File: config.mk
export PLATFORM = sky130hd
export DESIGN_NAME = icache_refill_ctrl
export DESIGN_NICKNAME = d
export VERILOG_FILES = /design/src/rtl/icache_pkg.sv /design/src/rtl/event_counter.sv /design/src/rtl/icache_refill_ctrl.sv
export SDC_FILE = /design/constraint.sdc
export NUM_CORES = 1
export LEC_CHECK = 0
export CORE_MARGIN = 2
export CORE_UTILIZATION = 49
export CTS_BUF_LIST = sky130_fd_sc_hd__clkbuf_16
export CTS_CLUSTER_DIAMETER = 40
export DETAILED_ROUTE_END_ITERATION = 7
export PLACE_DENSITY = 0.87
export SYNTH_ARGS = -nofsm -noshare
export SYNTH_HDL_FRONTEND = slang
export SYNTH_SLANG_ARGS = --single-unit
File: constraint.sdc
create_clock -name CLK -period 4.41 [get_ports CLK]
set_input_delay 0.6615 -clock CLK [delete_from_list [all_inputs] [get_ports CLK]]
set_output_delay 0.6615 -clock CLK [all_outputs]
set_load 0.005 [all_outputs]
File: src/rtl/icache_pkg.sv
// Shared definitions for the instruction cache and its refill controller.
package icache_pkg;

    typedef enum logic [1:0] {
        IDLE  = 2'd0,
        REQ   = 2'd1,
        FILL  = 2'd2,
        DRAIN = 2'd3
    } refill_state_t;

    localparam int          BLOCK_OFFSET_BITS = 5;
    localparam logic [31:0] NOP_INSTR         = 32'h0000_0013;

endpackage

File: src/rtl/event_counter.sv
// Free-running event counter; wraps modulo 2^CNT_WIDTH.
module event_counter #(
    parameter int CNT_WIDTH = 32
) (
    input  logic                 CLK,
    input  logic                 RST,
    input  logic                 inc,
    output logic [CNT_WIDTH-1:0] count
);

    always_ff @(posedge CLK) begin
        if (RST) begin
            count <= '0;
        end else if (inc) begin
            count <= count + CNT_WIDTH'(1);
        end
    end

endmodule

File: src/rtl/icache_refill_ctrl.sv
// Instruction-cache miss handler: stalls fetch, requests a block, pulses update.
module icache_refill_ctrl
    import icache_pkg::*;
#(
    parameter int BLOCK_BYTES = 32,
    parameter int CNT_WIDTH   = 32
) (
    input  logic                 CLK,
    input  logic                 RST,
    input  logic [31:0]          pc,
    input  logic                 fetch_en,
    input  logic                 flush,
    input  logic                 hit,
    input  logic                 miss,
    output logic [31:0]          cache_pc,
    output logic                 stall,
    output logic                 update,
    output logic                 mem_req,
    output logic [31:0]          mem_addr,
    input  logic                 mem_valid,
    output logic [CNT_WIDTH-1:0] hit_count,
    output logic [CNT_WIDTH-1:0] miss_count
);

    localparam logic [31:0] BLOCK_MASK = ~(32'(BLOCK_BYTES) - 32'd1);

    function automatic logic [31:0] block_align(input logic [31:0] addr);
        return addr & BLOCK_MASK;
    endfunction

    refill_state_t state, state_nxt;
    logic [31:0]   miss_addr;
    logic          fetch_miss;
    logic          fetch_hit;

    // Only an unflushed fetch in IDLE is counted or starts a refill.
    always_comb begin
        fetch_miss = (state == IDLE) && fetch_en && miss && !flush;
        fetch_hit  = (state == IDLE) && fetch_en && hit  && !flush;
    end

    always_ff @(posedge CLK) begin
        if (RST) begin
            state     <= IDLE;
            miss_addr <= '0;
        end else begin
            state <= state_nxt;
            if (fetch_miss) begin
                miss_addr <= block_align(pc);
            end
        end
    end

    always_comb begin
        state_nxt = state;
        cache_pc  = pc;
        update    = 1'b0;
        mem_req   = 1'b0;
        unique case (state)
            IDLE: begin
                if (fetch_miss) begin
                    state_nxt = REQ;
                end
            end
            REQ: begin
                mem_req  = 1'b1;
                cache_pc = miss_addr;
                // A response arriving with the flush still belongs to this index, so fill it.
                if (mem_valid) begin
                    state_nxt = FILL;
                end else if (flush) begin
                    state_nxt = DRAIN;
                end
            end
            FILL: begin
                update    = 1'b1;
                cache_pc  = miss_addr;
                state_nxt = IDLE;
            end
            DRAIN: begin
                // Abandoned request: wait out the response and drop it.
                mem_req = 1'b1;
                if (mem_valid) begin
                    state_nxt = IDLE;
                end
            end
            default: begin
                state_nxt = IDLE;
            end
        endcase
    end

    always_comb begin
        stall    = (state != IDLE) || fetch_miss;
        mem_addr = miss_addr;
    end

    event_counter #(
        .CNT_WIDTH(CNT_WIDTH)
    ) u_hit_counter (
        .CLK  (CLK),
        .RST  (RST),
        .inc  (fetch_hit),
        .count(hit_count)
    );

    event_counter #(
        .CNT_WIDTH(CNT_WIDTH)
    ) u_miss_counter (
        .CLK  (CLK),
        .RST  (RST),
        .inc  (fetch_miss),
        .count(miss_count)
    );

endmodule

==> results of run 1 <==
[synth_stat cells, types with 15 or more instances]
cell       n
dfxtp_1   93
nand2_1   78
a21oi_1   53
mux2_2    45
nor2_1    40
clkbuf_1  28
nand3_1   28
nor2b_1   22
nor4_1    19
xor2_1    16
and4_1    15
nand4_1   15
[worst paths after layout]
path / cells after the start / slack, ns / end
worst min register to register: 2 / 0.48 / mem_addr[7]$_SDFFE_PP0P_
worst min-delay path: 2 / 0.48 / mem_addr[7]$_SDFFE_PP0P_
worst max register to register: 6 / 1.66 / u_miss_counter.count[31]$_SDFFE_PP0P_
worst max-delay path: 4 / 1.02 / cache_pc[26]
[kinds of logic (layout without fill, tap and decap cells)]
family | Yosys count | after routing | share of synthesized area [%]
buf+inv | 47 | 187 | 4.33
simple gates | 263 | 263 | 30.0
compound gates | 80 | 80 | 9.54
xor+xnor | 21 | 21 | 3.91
flops | 93 | 93 | 39.6
fa+ha+maj | 6 | 6 | 1.59
mux | 46 | 46 | 11.0
other cells | 1 | 5 | 0.0797
[layout make-up]
| class | count | area share, % |
|---|---|---|
| timing repair buffer | 166 | 24.8 |
| clock buffer | 9 | 3.38 |
| tap | 129 | 2.42 |
| inverter | 6 | 0.338 |
| sequential | 93 | 27.9 |
| clock inverter | 6 | 1.31 |
| multi-input combinational | 421 | 39.8 |
[through the flow]
stage | hold WS, ns | util (%) | instance area, um^2 | power, mW | std cells
after global placement | 0.453 | 68.5 | 6360 | 1.68 | 815
final | 0.479 | 71.8 | 6670 | 2.49 | 830
after floorplan | 0.462 | - | 4720 | 1.28 | 561
after detailed placement | 0.470 | 68.5 | 6360 | 1.69 | 815
after global routing | 0.502 | 71.8 | 6670 | 2.59 | 830
after CTS | 0.480 | 71.8 | 6670 | 2.50 | 830
[power groups by stage]
stage               Clock [mW]  Sequential, mW  Combinational, mW
floorplan                    0           0.901              0.382
global placement             0           0.903              0.772
detailed placement           0           0.905              0.788
CTS                      0.821           0.887              0.795
global route             0.859           0.889              0.846
finish                   0.813           0.887              0.790
[routing by layer]
metal	global-route usage, %	share of wire [%]
met1	29.9	41
met4	9.03	2.5
met2	41.7	49
met5	0	0
met3	6.77	7.4
[sequential cells by signal (all words and copies together), names as in the netlist]
| register | count |
|---|---|
| mem_addr | 27 |
| state | 2 |
| u_miss_counter.count | 32 |
| u_hit_counter.count | 32 |
[critical path, delay by kind of cell (launching register included)]
kind	cells	cell delay, ns
adder cells (fa/ha/maj)	1	1.02
multiplexers	1	0.43
flip-flops	1	0.37
buffers and inverters	2	0.57
==> qor.yml, run 1 <==
status: "finished clean"
internal_power_mw: 1.84
vias_per_cell: 5.70
netlist_instances: 557
crit_required_ns: 3.75
numCtsBuffers: 9
cp_max_fo: 28
worstSetupPathType: "flip-flop to output pin"
syn_area_per_cell_um2: 8.45
dp_slack_ns: 1.18
cp_slowest_stage_delay_ns: 1.02
slew_violations: 0
die_y_um: 102
drt_iter0_markers: 245
antenna_found_initial: 0
dieArea_mm2: 0.0104
fill_cells: 714
synth_top_area_share_pct: 39.6
ant_nets: 0
setup_viol_count_final: 0
via_count: 4734
drt_wl_total_um: 13100
maxCapViolCount: 0
track_usage_pct: 24.6
hold_path_class: "flip-flop to flip-flop"
crit_path_cell_trace: "inv_1, ha_1, mux2_2, clkdlybuf4s50_1"
cellLeakagePower_nw: 2.28
crit_start: "state[1]$_SDFFE_PP0P_"
setup_slack_ns: 1.02
start_util_pct: 50.7
cp_slowest_cell: "ha_1"
p_seq_share_pct: 35.6
ctsRootBufferMaster: "clkbuf_16"
clkPwrFrac_pct: 32.7
rsz0062_at_grt: "no"
ys_seq_area_share_pct: 39.6
async_reset_ff_share_pct: 0
fmax_ghz: 0.295
grt_pass1_wl_um: 20700
slew_headroom_pct: 26.4
io_buffers: 164
p_per_area_mw_per_mm2: 374
nets: 742
clk_pin_slew_worst_paths_ns: 0.06
wl_per_cell_um: 15.8
final_common_cell: "clkdlybuf4s50_1"
cts.sinks: 93
post_cts_resized: 0
areaGrowthSynthToFinish_pct: 41.7
yosysTopAreaCell: "dfxtp_1"
final_cell_mix: "163 x clkdlybuf4s50_1, 93 x dfxtp_1, 78 x nand2_1"
ys_seq_elements: 93
ios: 170
cp-end-kind: "output pin"
finalCriticalPeriod_ns: 3.39
hold_viol: 0
rows: 35
yosys_warnings: 0
ff_latch_area_mm2: 0.00186
grt_max_degree: 111
die-width_um: 102
multiInputGateArea_mm2: 0.00266
cts_tree: "built"
postCtsHoldBufs: 0
syn_area_mm2: 0.00471
clk_path_buf_depth: 2
ys_types: 37
drc_errors: 0
n_antenna_cell: 0
clk_latency_ns: 0.34
arrival_ns: 2.73
grt-ovfl-total: 0
startpoint_type: "flip-flop"
dr.pass1.iters: 5
cts_setup_buffers: 0
gp_congestion: 0.848
irDropWorstVdd_v: 0.000263
grt_pass1_vias: 4445
synth_area_leaders: "dfxtp_1 40%, mux2_2 11%, nand2_1 6.2%"
fp.coreArea_mm2: 0.00928
drive_gt1_share_pct: 9.42
power_frac_comb_pct: 31.7
power_switching_uw: 651
p_sw_share_pct: 26.1
finalSetupTns_ns: 0
r2r-start: "state[1]$_SDFFE_PP0P_"
htree_levels: 3
hold_start: "mem_addr[7]$_SDFFE_PP0P_"
fin_worst_skew_ns: 0.0108
ys_dominant_reg_cell: "dfxtp_1"
worst_pin_slew_ns: 1.10
dp_hpwl_um: 9380
period_share_pct: 76.9
synth-edff-count: 0
Power figures use the tool's default switching activity.
==> run 2: changes to the inputs <==
--- a/config.mk
+++ b/config.mk
@@ -6,11 +6,11 @@
 export NUM_CORES = 1
 export LEC_CHECK = 0
 export CORE_MARGIN = 2
-export CORE_UTILIZATION = 49
+export CORE_UTILIZATION = 41
 export CTS_BUF_LIST = sky130_fd_sc_hd__clkbuf_16
 export CTS_CLUSTER_DIAMETER = 40
 export DETAILED_ROUTE_END_ITERATION = 7
-export PLACE_DENSITY = 0.87
+export PLACE_DENSITY = 0.77
 export SYNTH_ARGS = -nofsm -noshare
 export SYNTH_HDL_FRONTEND = slang
 export SYNTH_SLANG_ARGS = --single-unit
==> constraint.sdc (replaced) <==
create_clock -name CLK -period 2.93 [get_ports CLK]
set_input_delay 0.4395 -clock CLK [delete_from_list [all_inputs] [get_ports CLK]]
set_output_delay 0.4395 -clock CLK [all_outputs]
set_load 0.005 [all_outputs]
==> run 2 against run 1 <==
Sequential share of layout area about the same; cell count increased by 2.3%; die area is 19% higher; count of clock-buffer cells in the layout unchanged; cell area hardly changed; critical endpoint is now cache_pc[28]; total power is 43% higher; largest power group unchanged; non-clock buffer count is 4 higher; highest routed layer unchanged; routed wire length fell by 2.8%.
==> qor.yml, run 2 (synthesis results as in run 1) <==
finalSetupTns_ns: 0
p_seq_share_pct: 37.6
ant_nets: 0
hold_viol: 0
hold_path_class: "flip-flop to flip-flop"
htree_levels: 3
gp_congestion: 0.890
arrival_ns: 2.28
cts.sinks: 93
worstSetupPathType: "flip-flop to output pin"
fmax_ghz: 0.368
via_count: 4601
cp-end-kind: "output pin"
rows: 39
ios: 170
die_y_um: 111
busiest_layer: "met2"
post_cts_resized: 0
numCtsBuffers: 9
internal_power_mw: 2.59
power_switching_uw: 965
rsz0062_at_grt: "no"
fin_worst_skew_ns: 0.00731
setup_viol_count_final: 0
clk_latency_ns: 0.34
grt_pass1_vias: 4276
cts_tree: "built"
maxCapViolCount: 0
n_antenna_cell: 0
final_cell_mix: "163 x clkdlybuf4s50_1, 93 x dfxtp_1, 78 x nand2_1"
grt_pass1_wl_um: 21000
clk_pin_slew_worst_paths_ns: 0.06
cts_setup_buffers: 0
die-width_um: 111
dp_hpwl_um: 9180
p_per_area_mw_per_mm2: 532
track_usage_pct: 20.1
startpoint_type: "flip-flop"
dieArea_mm2: 0.0124
period_share_pct: 92.7
postCtsHoldBufs: 0
status: "finished clean"
clkPwrFrac_pct: 29.5
final_common_cell: "clkdlybuf4s50_1"
grt_max_degree: 89
dr.pass1.iters: 4
vias_per_cell: 5.42
crit_required_ns: 2.49
fp.coreArea_mm2: 0.0113
totalPowerFinal_mw: 3.55
drc_errors: 0
power_frac_comb_pct: 32.9
p_sw_share_pct: 27.2
cp_max_fo: 32
antenna_found_initial: 0
grt-ovfl-total: 0
slew_headroom_pct: 42.2
drive_gt1_share_pct: 10.1
areaGrowthSynthToFinish_pct: 41.7
grt_use_met2_pct: 33.6
grt_util_met1_pct: 25.6
slew_violations: 0
cellLeakagePower_nw: 2.28
ctsRootBufferMaster: "clkbuf_16"
clk_path_buf_depth: 2
irDropWorstVdd_v: 0.000349
wl_per_cell_um: 15.0
worst_pin_slew_ns: 0.867
drt_iter0_markers: 240
start_util_pct: 41.6
io_buffers: 164
nets: 746
grtUsageMet3_pct: 4.32
finalCriticalPeriod_ns: 2.72
drt_wl_total_um: 12800
run 2: layout make-up:
class / instances / area, um^2
Multi-Input combinational cell: 421 / 2660
Sequential cell: 93 / 1860
Clock buffer: 9 / 225
Timing Repair Buffer: 170 / 1680
Clock inverter: 7 / 42.5
Fill cell: 1017 / 4650
Tap cell: 143 / 179
Inverter: 6 / 22.5
run 2: power groups by stage:
stage,clock [mW],sequential (mW),combinational [mW]
floorplan,0,1.36,0.575
global placement,0,1.36,1.16
detailed placement,0,1.36,1.17
CTS,1.08,1.33,1.18
global route,1.13,1.34,1.26
finish,1.05,1.33,1.17
run 2: through the flow:
step	instances	hold slack (ns)	setup WS, ns	util, %	area [um^2]
final	849	0.465	0.213	58.9	6670
after global routing	849	0.494	0.122	58.9	6670
after CTS	849	0.469	0.184	58.9	6670
after detailed placement	833	0.461	0.272	56.6	6400
after global placement	833	0.452	0.323	56.6	6400
after floorplan	561	0.462	0.758	-	4720
run 2: metal layers:
| layer | up-vias | share of wire (%) |
|---|---|---|
| met5 | - | 0 |
| met4 | 0 | 2.0 |
| met3 | 20 | 6.2 |
| li1 | 2274 | - |
| met2 | 173 | 48 |
| met1 | 2134 | 44 |
run 2: final timing paths:
| path | startpoint | endpoint | slack, ns | depth (start not counted) |
|---|---|---|---|---|
| worst max-delay path | state[0]$_SDFFE_PP0P_ | cache_pc[28] | 0.21 | 5 |
| worst min-delay path | mem_addr[24]$_SDFFE_PP0P_ | mem_addr[24]$_SDFFE_PP0P_ | 0.47 | 2 |
| worst max register to register | state[0]$_SDFFE_PP0P_ | u_miss_counter.count[31]$_SDFFE_PP0P_ | 0.59 | 6 |
| worst min register to register | mem_addr[24]$_SDFFE_PP0P_ | mem_addr[24]$_SDFFE_PP0P_ | 0.47 | 2 |
run 2: worst max-delay path: stages (launching register included):
cell	delay [ns]
dfxtp_1	0.36
inv_1	0.09
ha_1	0.28
buf_4	0.35
mux2_2	0.39
clkdlybuf4s50_1	0.46
==> run 3: changes to the inputs <==
--- a/config.mk
+++ b/config.mk
@@ -5,7 +5,8 @@
 export SDC_FILE = /design/constraint.sdc
 export NUM_CORES = 1
 export LEC_CHECK = 0
-export CORE_MARGIN = 2
+export CAP_MARGIN = 20
+export CORE_MARGIN = 1.5
 export CORE_UTILIZATION = 41
 export CTS_BUF_LIST = sky130_fd_sc_hd__clkbuf_16
 export CTS_CLUSTER_DIAMETER = 40
==> run 3 against run 2 <==
Cell area increased by 0.24%; fmax decreased by 0.41%; largest cell class unchanged; critical endpoint is now cache_pc[21]; critical path type unchanged; combinational power about the same; sequential power about the same; worst setup slack got worse by 0.011 ns; worst hold slack improved by 0.0061 ns.
==> qor.yml, run 3 (synthesis results as in run 1) <==
drive_gt1_share_pct: 9.77
cp-end-kind: "output pin"
rsz0062_at_grt: "no"
maxCapViolCount: 0
crit_path_cell_trace: "inv_1, ha_1, buf_4, mux2_2, clkdlybuf4s50_1"
via_count: 4681
drt_iter0_markers: 287
drc_errors: 0
ios: 170
n_antenna_cell: 0
crit_required_ns: 2.49
track_usage_pct: 21.3
dp_hpwl_um: 9400
grt_pass1_wl_um: 20600
irDropWorstVdd_v: 0.000325
cp_max_fo: 32
vias_per_cell: 5.53
rr_worst_depth: 6
postCtsHoldBufs: 0
grt_max_degree: 58
finalCriticalPeriod_ns: 2.73
areaGrowthSynthToFinish_pct: 42.1
p_per_area_mw_per_mm2: 541
p_seq_share_pct: 36.9
cp_slowest_stage_delay_ns: 0.46
hold_viol: 0
dp_slack_ns: 0.376
arrival_ns: 2.29
cellLeakagePower_nw: 2.30
p_sw_share_pct: 26.3
power_switching_uw: 952
gp_congestion: 0.866
fmax_ghz: 0.367
worst_pin_slew_ns: 0.647
die-width_um: 110
slew_violations: 0
setup_viol_count_final: 0
final_common_cell: "clkdlybuf4s50_1"
ant_nets: 0
holdPathStages: 2
numCtsBuffers: 9
io_buffers: 164
finalSetupTns_ns: 0
clk_latency_ns: 0.33
antenna_found_initial: 0
post_cts_resized: 0
worstSetupPathType: "flip-flop to output pin"
cts_setup_buffers: 0
die_y_um: 110
wl_per_cell_um: 15.3
period_share_pct: 93.1
clk_pin_slew_worst_paths_ns: 0.06
start_util_pct: 42.7
dieArea_mm2: 0.0121
cts_tree: "built"
slew_headroom_pct: 56.7
fin_worst_skew_ns: 0.00884
power_frac_comb_pct: 32.4
clkPwrFrac_pct: 30.8
status: "finished clean"
grt_pass1_vias: 4408
cp_slowest_cell: "clkdlybuf4s50_1"
ctsRootBufferMaster: "clkbuf_16"
rows: 38
dr.pass1.iters: 5
internal_power_mw: 2.67
drt_wl_total_um: 13000
htree_levels: 3
clk_path_buf_depth: 2
startpoint_type: "flip-flop"
cts.sinks: 93
fp.coreArea_mm2: 0.0110
hold_path_class: "flip-flop to flip-flop"
nets: 747
grt-ovfl-total: 0
setup_slack_ns: 0.202
final_cell_mix: "163 x clkdlybuf4s50_1, 93 x dfxtp_1, 78 x nand2_1"
run 3: cell type report:
class | instances | area [um^2]
Inverter | 6 | 22.5
Multi-Input combinational cell | 421 | 2660
Fill cell | 992 | 4340
Tap cell | 140 | 175
Clock inverter | 6 | 55.1
Clock buffer | 9 | 225
Sequential cell | 93 | 1860
Timing Repair Buffer | 171 | 1690
run 3: power groups by stage:
stage / clock, mW / combinational, mW / sequential, mW
after floorplan: 0 / 0.575 / 1.36
after global placement: 0 / 1.16 / 1.36
after detailed placement: 0 / 1.18 / 1.36
after CTS: 1.14 / 1.19 / 1.33
after global routing: 1.19 / 1.27 / 1.34
final: 1.11 / 1.17 / 1.33
run 3: worst max-delay path: cells and delay by family (launching register included):
kind                       cells  cell delay [ns]
adders and majority gates      1             0.28
buffers and inverters          3             0.90
DFF                            1             0.36
muxes                          1             0.39
run 3: worst paths after layout:
kind                              from                               endpoint  slack [ns]
min          mem_addr[12]$_SDFFE_PP0P_              mem_addr[12]$_SDFFE_PP0P_        0.47
max              state[0]$_SDFFE_PP0P_                           cache_pc[21]        0.20
max reg2reg      state[0]$_SDFFE_PP0P_  u_miss_counter.count[29]$_SDFFE_PP0P_        0.64
min reg2reg  mem_addr[12]$_SDFFE_PP0P_              mem_addr[12]$_SDFFE_PP0P_        0.47
run 3: layer usage:
layer | up-vias | share of wire, % | global-route usage, %
met5 | - | 0 | 0
met4 | 0 | 2.1 | 8.70
met3 | 21 | 7.4 | 4.88
met2 | 193 | 49 | 35.8
met1 | 2196 | 42 | 26.2
li1 | 2271 | - | -
run 3: metrics by stage:
stage	total power [mW]	instances	area, um^2	hold WS, ns	utilization [%]
after global placement	2.52	831	6410	0.457	58.1
after detailed placement	2.54	831	6410	0.463	58.1
after global routing	3.80	846	6690	0.503	60.6
final	3.62	846	6690	0.471	60.6
after floorplan	1.93	561	4720	0.462	-
after CTS	3.66	846	6690	0.472	60.6
